--- config.mk ---
export PLATFORM = sky130hd
export DESIGN_NAME = twos_complement_word_serializer
export DESIGN_NICKNAME = d
export VERILOG_FILES = /design/src/rtl/twos_complement_word_serializer.sv
export SDC_FILE = /design/constraint.sdc
export NUM_CORES = 1
export LEC_CHECK = 0
export ABC_AREA = 1
export BUFFER_PORTS_ARGS = -buffer_cell sky130_fd_sc_hd__buf_2
export CAP_MARGIN = 40
export CORE_UTILIZATION = 49
export CTS_BUF_LIST = sky130_fd_sc_hd__clkbuf_2
export CTS_CLUSTER_SIZE = 24
export DETAILED_ROUTE_END_ITERATION = 16
export GPL_TIMING_DRIVEN = 0
export PLACE_DENSITY = 0.86
export REMOVE_ABC_BUFFERS = 1
export SYNTH_ARGS = -nofsm -noshare
export SYNTH_HDL_FRONTEND = slang
export SYNTH_SLANG_ARGS = --single-unit
--- constraint.sdc ---
create_clock -name clk -period 1.4 [get_ports clk]
set_input_delay 0 -clock clk [delete_from_list [all_inputs] [get_ports clk]]
set_output_delay 0 -clock clk [all_outputs]
set_load 0.03 [all_outputs]
--- src/rtl/twos_complement_word_serializer.sv ---
// Purpose: accepts a WIDTH-bit word and streams it LSB-first to the bit-serial converter, with a per-word clear pulse.
// Latency: accept at edge T -> conv_reset in cycle T+1 -> bit k valid in cycle T+2+k; WIDTH+1 cycles per word sustained.
// Backpressure: in_ready only in IDLE or on the last bit; en=0 freezes CLEAR/SHIFT progress, and output bits are held stable.
module twos_complement_word_serializer #(
  parameter int WIDTH = 8
) (
  input  logic             clk,
  input  logic             reset,
  input  logic             en,
  input  logic [WIDTH-1:0] in_data,
  input  logic             in_valid,
  output logic             in_ready,
  output logic             ser_out,
  output logic             conv_reset,
  output logic             bit_valid,
  output logic             bit_last,
  output logic             busy
);

  localparam int CW = $clog2(WIDTH);
  localparam logic [CW-1:0] LAST = CW'(WIDTH - 1);

  typedef enum logic [1:0] {
    IDLE  = 2'd0,
    CLEAR = 2'd1,
    SHIFT = 2'd2
  } state_t;

  state_t           state;
  logic [WIDTH-1:0] shreg;
  logic [CW-1:0]    cnt;
  logic             accept;

  // Output decode is a pure function of the registers plus en, so a frozen stream keeps ser_out stable.
  always_comb begin
    ser_out    = shreg[0];
    conv_reset = (state == CLEAR);
    bit_valid  = (state == SHIFT) && en;
    bit_last   = bit_valid && (cnt == LAST);
    in_ready   = (state == IDLE) || bit_last;
    busy       = (state != IDLE);
    accept     = in_valid && in_ready;
  end

  // Word sequencing: a load on accept wins over shifting, which gives back-to-back words on the last bit.
  always_ff @(posedge clk) begin
    if (reset) begin
      state <= IDLE;
      shreg <= '0;
      cnt   <= '0;
    end else if (accept) begin
      shreg <= in_data;
      cnt   <= '0;
      state <= CLEAR;
    end else begin
      case (state)
        CLEAR: begin
          if (en) begin
            state <= SHIFT;
          end
        end
        SHIFT: begin
          if (en) begin
            shreg <= shreg >> 1;
            if (cnt == LAST) begin
              cnt   <= '0;
              state <= IDLE;
            end else begin
              cnt <= cnt + CW'(1);
            end
          end
        end
        default: begin
          state <= IDLE;
        end
      endcase
    end
  end

endmodule

After elaboration in Yosys (flattened, before gate mapping)
Cells that the tools add are included.
Widths: inputs -> output; s select.

storage, ports and cells
  register bits = 13
  latch bits = 0
  RAM bits = 0
  memory bits (read-only) = 0
  input bits = 12
  word-level logic and storage cells = 36
  memories = 0

cells by class
  add/sub/neg operators = 1
  $mul = 0
  divide/modulo/power cells = 0
  $lt $le $gt $ge = 0
  equality and inequality tests = 9
  shifts and indexed selects = 0
  mux-type cells = 9
  bitwise operators = 0
  reductions and logical operators = 13

operators with widths
  operator             count
  $mux 8               3
  $mux 2               3
  $ne 3x2->1 const B   2
  $reduce_and 3->1     2
  $reduce_bool 2->1    3
  $ne 2x2->1 const B   2
  $pmux 2 s2           1
  $reduce_and 2->1     2
  $add 3x1->3 const B  1
  $eq 3x3->1 const B   1
  $logic_and 1x1->1    3
  $mux 3               1
  $ne 3x3->1 const B   1
  $eq 2x1->1 const B   1
  $eq 2x2->1 const B   1
  $logic_not 2->1      1
  $ne 2x1->1 const B   1
  $reduce_or 2->1      1
  $logic_or 1x1->1     1
  $mux 1               1

Depth between registers and ports, before layout
  word-level depth = 7
  gate-level depth with buffers = 8

Worst setup path before layout
No wires, ideal clock.

  path kind = register to register
  start = reg cnt[0]
  end = reg shreg[0]
  setup time = 0.145 ns
  arrival = 1.529 ns
  data required time = 1.255 ns
  setup slack = -0.273 ns
  cell stages (with the launch flop) = 9
  cells stage by stage = dfxtp_1 > ha_1 > ha_1 > nand2_2 > a21oi_4 > nand2_4 > buf_6 > nand3_2 > a21oi_2

between the ends
  word-level cells in the longest chain between the ends = 6

RTL lines
  what                                line  RTL
  start, declared                     31    logic [CW-1:0] cnt;
  start signal, assigned              69    cnt <= cnt + CW'(1);
  $eq 3x3->1 *                        39    bit_last = bit_valid && (cnt == LAST);
  $logic_and 1x1->1 *                 39
  $logic_or 1x1->1 *                  40    in_ready = (state == IDLE) || bit_last;
  via in_ready                        12    output logic in_ready,
  $logic_and 1x1->1 *                 42    accept = in_valid && in_ready;
  $reduce_bool 2->1 (no source line)  n/a
  $reduce_and 2->1 (no source line)   n/a
  end signal, assigned                52    shreg <= in_data;
  end signal, assigned                64    shreg <= shreg >> 1;
  end, declared                       30    logic [WIDTH-1:0] shreg;

The timed path passes the listed nets; every way through them passes the cells marked *.
A chain may end at the register's enable or synchronous reset.

Final worst setup path
  start = reg cnt[0]
  end = reg shreg[3]

between the ends
  word-level cells in the longest chain between the ends = 6

RTL lines
  what                                line
  $eq 3x3->1 *                        39
  $logic_and 1x1->1 *                 39
  $logic_or 1x1->1 *                  40
  $logic_and 1x1->1 *                 42
  $reduce_bool 2->1 (no source line)  n/a
  $reduce_and 2->1 (no source line)   n/a

Every way passes the cells marked *; elsewhere a longest branch is shown, timed or not.

==> flow_summary_export.csv <==
group,metric,value,unit
timing,min_period_over_period,102.6,%
power,switchingPower,0.3144,mW
cts,clock-sinks,13,
die,dieArea,1738,µm²
global_route,overflow,0,
logic_synthesis,synthCells,100,
power,power_frac_seq,46.0,%
status,violations,"setup timing",
logic_synthesis,synth.distinct_cells,19,
worst_setup_path,end_kind,"register",
die,core_area,1383,µm²
die,die_x,41.69,µm
logic_synthesis,ys_warn_count,0,
detailed_routing,routed_wl,1881,µm
detailed_routing,num_vias,754,
timing,fin_ws,-36.21,ps
final_layout,final-instance-count-excl-fill,144,
placed_design,gp_congestion,0.7514,
detailed_routing,ant_nets,0,
die,start_util,55.84,%
final_layout,drive_gt1_share,57.36,%
power,clkPwrFrac,20.6,%
detailed_routing,drtPass1Iterations,4,
timing,slew_viol_final,0,
global_route,grt_pass1_wl,2746,µm
worst_setup_path,cpLargestDelayFamily,"flip-flops",
global_route,grt_max_degree,13,
global_route,first_global_vias,636,
power,p_sw_share,34.39,%
power,power.leakage,0.4960,nW
logic_synthesis,synth_seq_area_share,33.71,%
final_layout,area_growth,43.27,%
status,run_status,"finished, violations left",
worst_setup_path,cpMaxStageDelayCell,"dfxtp_4",
worst_setup_path,critPathMaxFanout,5,
final_layout,finalNetCount,144,
timing,period_needed,1436,ps
cts,cts.htree.levels,1,
cts,clockBufferDepth,2,
worst_setup_path,worstPathCellList,"ha_4 -> ha_4 -> nand2_4 -> a21oi_4 -> buf_12 -> buf_8 -> nand3_2 -> nand2_2 -> a21oi_2",
power,ir_drop,0.5707,mV
global_route,grt_antenna_before_repair,0,
worst_setup_path,path_buf_inv,2,
timing,setup_viol,8,
detailed_routing,wl_per_cell,13.06,µm
timing,clock_skew,1.937,ps
logic_synthesis,synth.avg_cell_area,7.720,µm²
worst_setup_path,arrival,1580,ps
detailed_routing,drc,0,
power,p_int,0.5997,mW
die,die_h,41.69,µm
power,combPwrFrac,33.4,%
worst_setup_path,required,1550,ps
cts,root_buffer,"clkbuf_2",
timing,fmax,696.3,MHz
timing,slew_headroom,75.93,%
placed_design,place_hpwl,983.7,µm
cts,cts_tree,"yes",
logic_synthesis,syn_area,772.0,µm²
detailed_routing,drt_iter0_drc,18,
flow_run,max_cap_violations,0,
placed_design,io_buffers,17,
hold_path,hp-class,"in -> reg",
die,io-pin-count,18,
worst_setup_path,max_stage_delay,390,ps
worst_setup_path,worstSetupStartpointType,"register",
logic_synthesis,synth-seq-cells,13,
worst_setup_path,path_class,"reg -> reg",
die,placementRows,13,
global_route,grt_usage,19.98,%
detailed_routing,avgViaCountPerCell,5.236,
timing,rsz0062_at_grt,"yes",
worst_setup_path,crit_top_cell,"ha_4",
cts,path_clk_slew,120,ps
final_layout,antenna_cells,0,
cts,numCtsBuffers,3,
power,power.total,0.9141,mW
timing,hold_viol,0,
placed_design,dp.cells,127,
power,power_density,826.4,nW/µm²
timing,worst_slew_pin_slew,361.1,ps
cts,insertion_delay,250,ps
[cell usage after synthesis]
| master | instances | area [µm²] |
|---|---|---|
| dfxtp_1 | 13 | 260.3 |
| nand3_2 | 8 | 80.08 |
| nand3_1 | 9 | 45.04 |
| a21oi_2 | 8 | 70.07 |
| buf_4 | 1 | 7.510 |
| o21ai_0 | 2 | 10.01 |
| nand2_1 | 25 | 93.84 |
| nand2_2 | 1 | 6.260 |
| or2_2 | 1 | 6.260 |
| a21oi_1 | 4 | 20.02 |
| nand2_4 | 2 | 22.52 |
| nor3_1 | 1 | 5.000 |
| inv_1 | 12 | 45.04 |
| a21oi_4 | 2 | 32.53 |
| buf_1 | 2 | 7.510 |
| nor2_1 | 5 | 18.77 |
| buf_6 | 1 | 11.26 |
| ha_1 | 2 | 25.02 |
| buf_2 | 1 | 5.000 |
[layout by cell type, fill, tap and decap left out]
| master | instances |
|---|---|
| a21oi_1 | 4 |
| a21oi_2 | 8 |
| a21oi_4 | 2 |
| buf_12 | 1 |
| buf_2 | 16 |
| buf_4 | 9 |
| buf_6 | 1 |
| buf_8 | 1 |
| clkbuf_2 | 4 |
| clkinvlp_4 | 1 |
| dfxtp_1 | 10 |
| dfxtp_2 | 2 |
| dfxtp_4 | 1 |
| dlygate4sd3_1 | 1 |
| ha_4 | 2 |
| inv_1 | 11 |
| nand2_1 | 18 |
| nand2_2 | 7 |
| nand2_4 | 3 |
| nand2_8 | 1 |
| nand3_1 | 3 |
| nand3_2 | 12 |
| nand3_4 | 2 |
| nor2_1 | 5 |
| nor3_1 | 1 |
| o21ai_0 | 2 |
| or2_2 | 1 |
[power by group through the flow]
stage | clock network (mW) | registers (mW) | logic (mW)
6_report | 0.189 | 0.421 | 0.305
5_1_grt | 0.215 | 0.423 | 0.325
4_1_cts | 0.192 | 0.421 | 0.263
3_5_place_dp | 0 | 0.427 | 0.209
3_3_place_gp | 0 | 0.425 | 0.204
2_1_floorplan | 0 | 0.429 | 0.146
[area by class of cell]
cell class	count	area [µm²]
Clock buffer	4	20.02
Sequential cell	13	266.5
Timing Repair Buffer	29	203.9
Multi-Input combinational cell	71	548.0
Fill cell	94	276.5
Tap cell	15	18.77
Inverter	12	48.80
[metrics by stage]
step	area [µm²]	setup WS, ps	TNS (ps)	util, %	hold slack [ps]
2_1_floorplan	740.7	-267.5	-3203	-	60.41
3_3_place_gp	844.6	-370.4	-4148	61.09	282.7
3_5_place_dp	844.6	-393.0	-4568	61.09	303.1
4_1_cts	998.5	-32.91	-221.4	72.22	17.33
5_1_grt	1106	-89.36	-764.3	80.00	69.46
6_report	1106	-36.21	-192.6	80.00	86.66
[worst reg2reg max path: stages, from the launching register on]
cell     delay [ps]
dfxtp_4         390
ha_4            140
ha_4            140
nand2_4          50
a21oi_4         140
buf_12          150
buf_8           130
nand3_2          70
nand2_2          90
a21oi_2          50
[worst paths after layout]
path,from,end,slack (ps),depth (start not counted)
worst max-delay path,cnt[0]$_SDFFE_PP0P_,shreg[3]$_SDFFE_PP0P_,-40,9
worst min-delay path,in_data[5],shreg[5]$_SDFFE_PP0P_,90,5
worst max register to register,cnt[0]$_SDFFE_PP0P_,shreg[3]$_SDFFE_PP0P_,-40,9
worst min register to register,shreg[0]$_SDFFE_PP0P_,shreg[0]$_SDFFE_PP0P_,490,2
[sequential cells by signal, summed over array words and instances (netlist names)]
name / cells
state: 2
cnt: 3
shreg: 8
[metal layers]
layer / global-route usage, % / vias to the layer above / share of wire [%]
met5: 0 / - / 0
met4: 3.871 / 0 / 0
met3: 2.609 / 0 / 4.6
met2: 35.31 / 26 / 54
met1: 25.88 / 347 / 41
li1: - / 381 / -
[cells by family (layout without fill, tap and decap cells)]
kind of cell / count (synthesis) / in the layout / share of synthesized area, %
AND/OR/NAND/NOR: 52 / 53 / 35.98
buffers and inverters: 17 / 45 / 9.886
AO/OA/AOI/OAI: 16 / 16 / 17.18
flip-flops: 13 / 13 / 33.71
adder cells (fa/ha/maj): 2 / 2 / 3.241
[what timing repair did]
item                                   CTS  global route
setup endpoints to repair               16            14
pin swaps                               10            10
endpoints found under the hold margin    0             1
setup buffers                            6             5
gates resized for setup                 14            16
cloned                                   1             0
hold buffers                             0             1
Note: power is estimated with default switching activity, not from simulation.
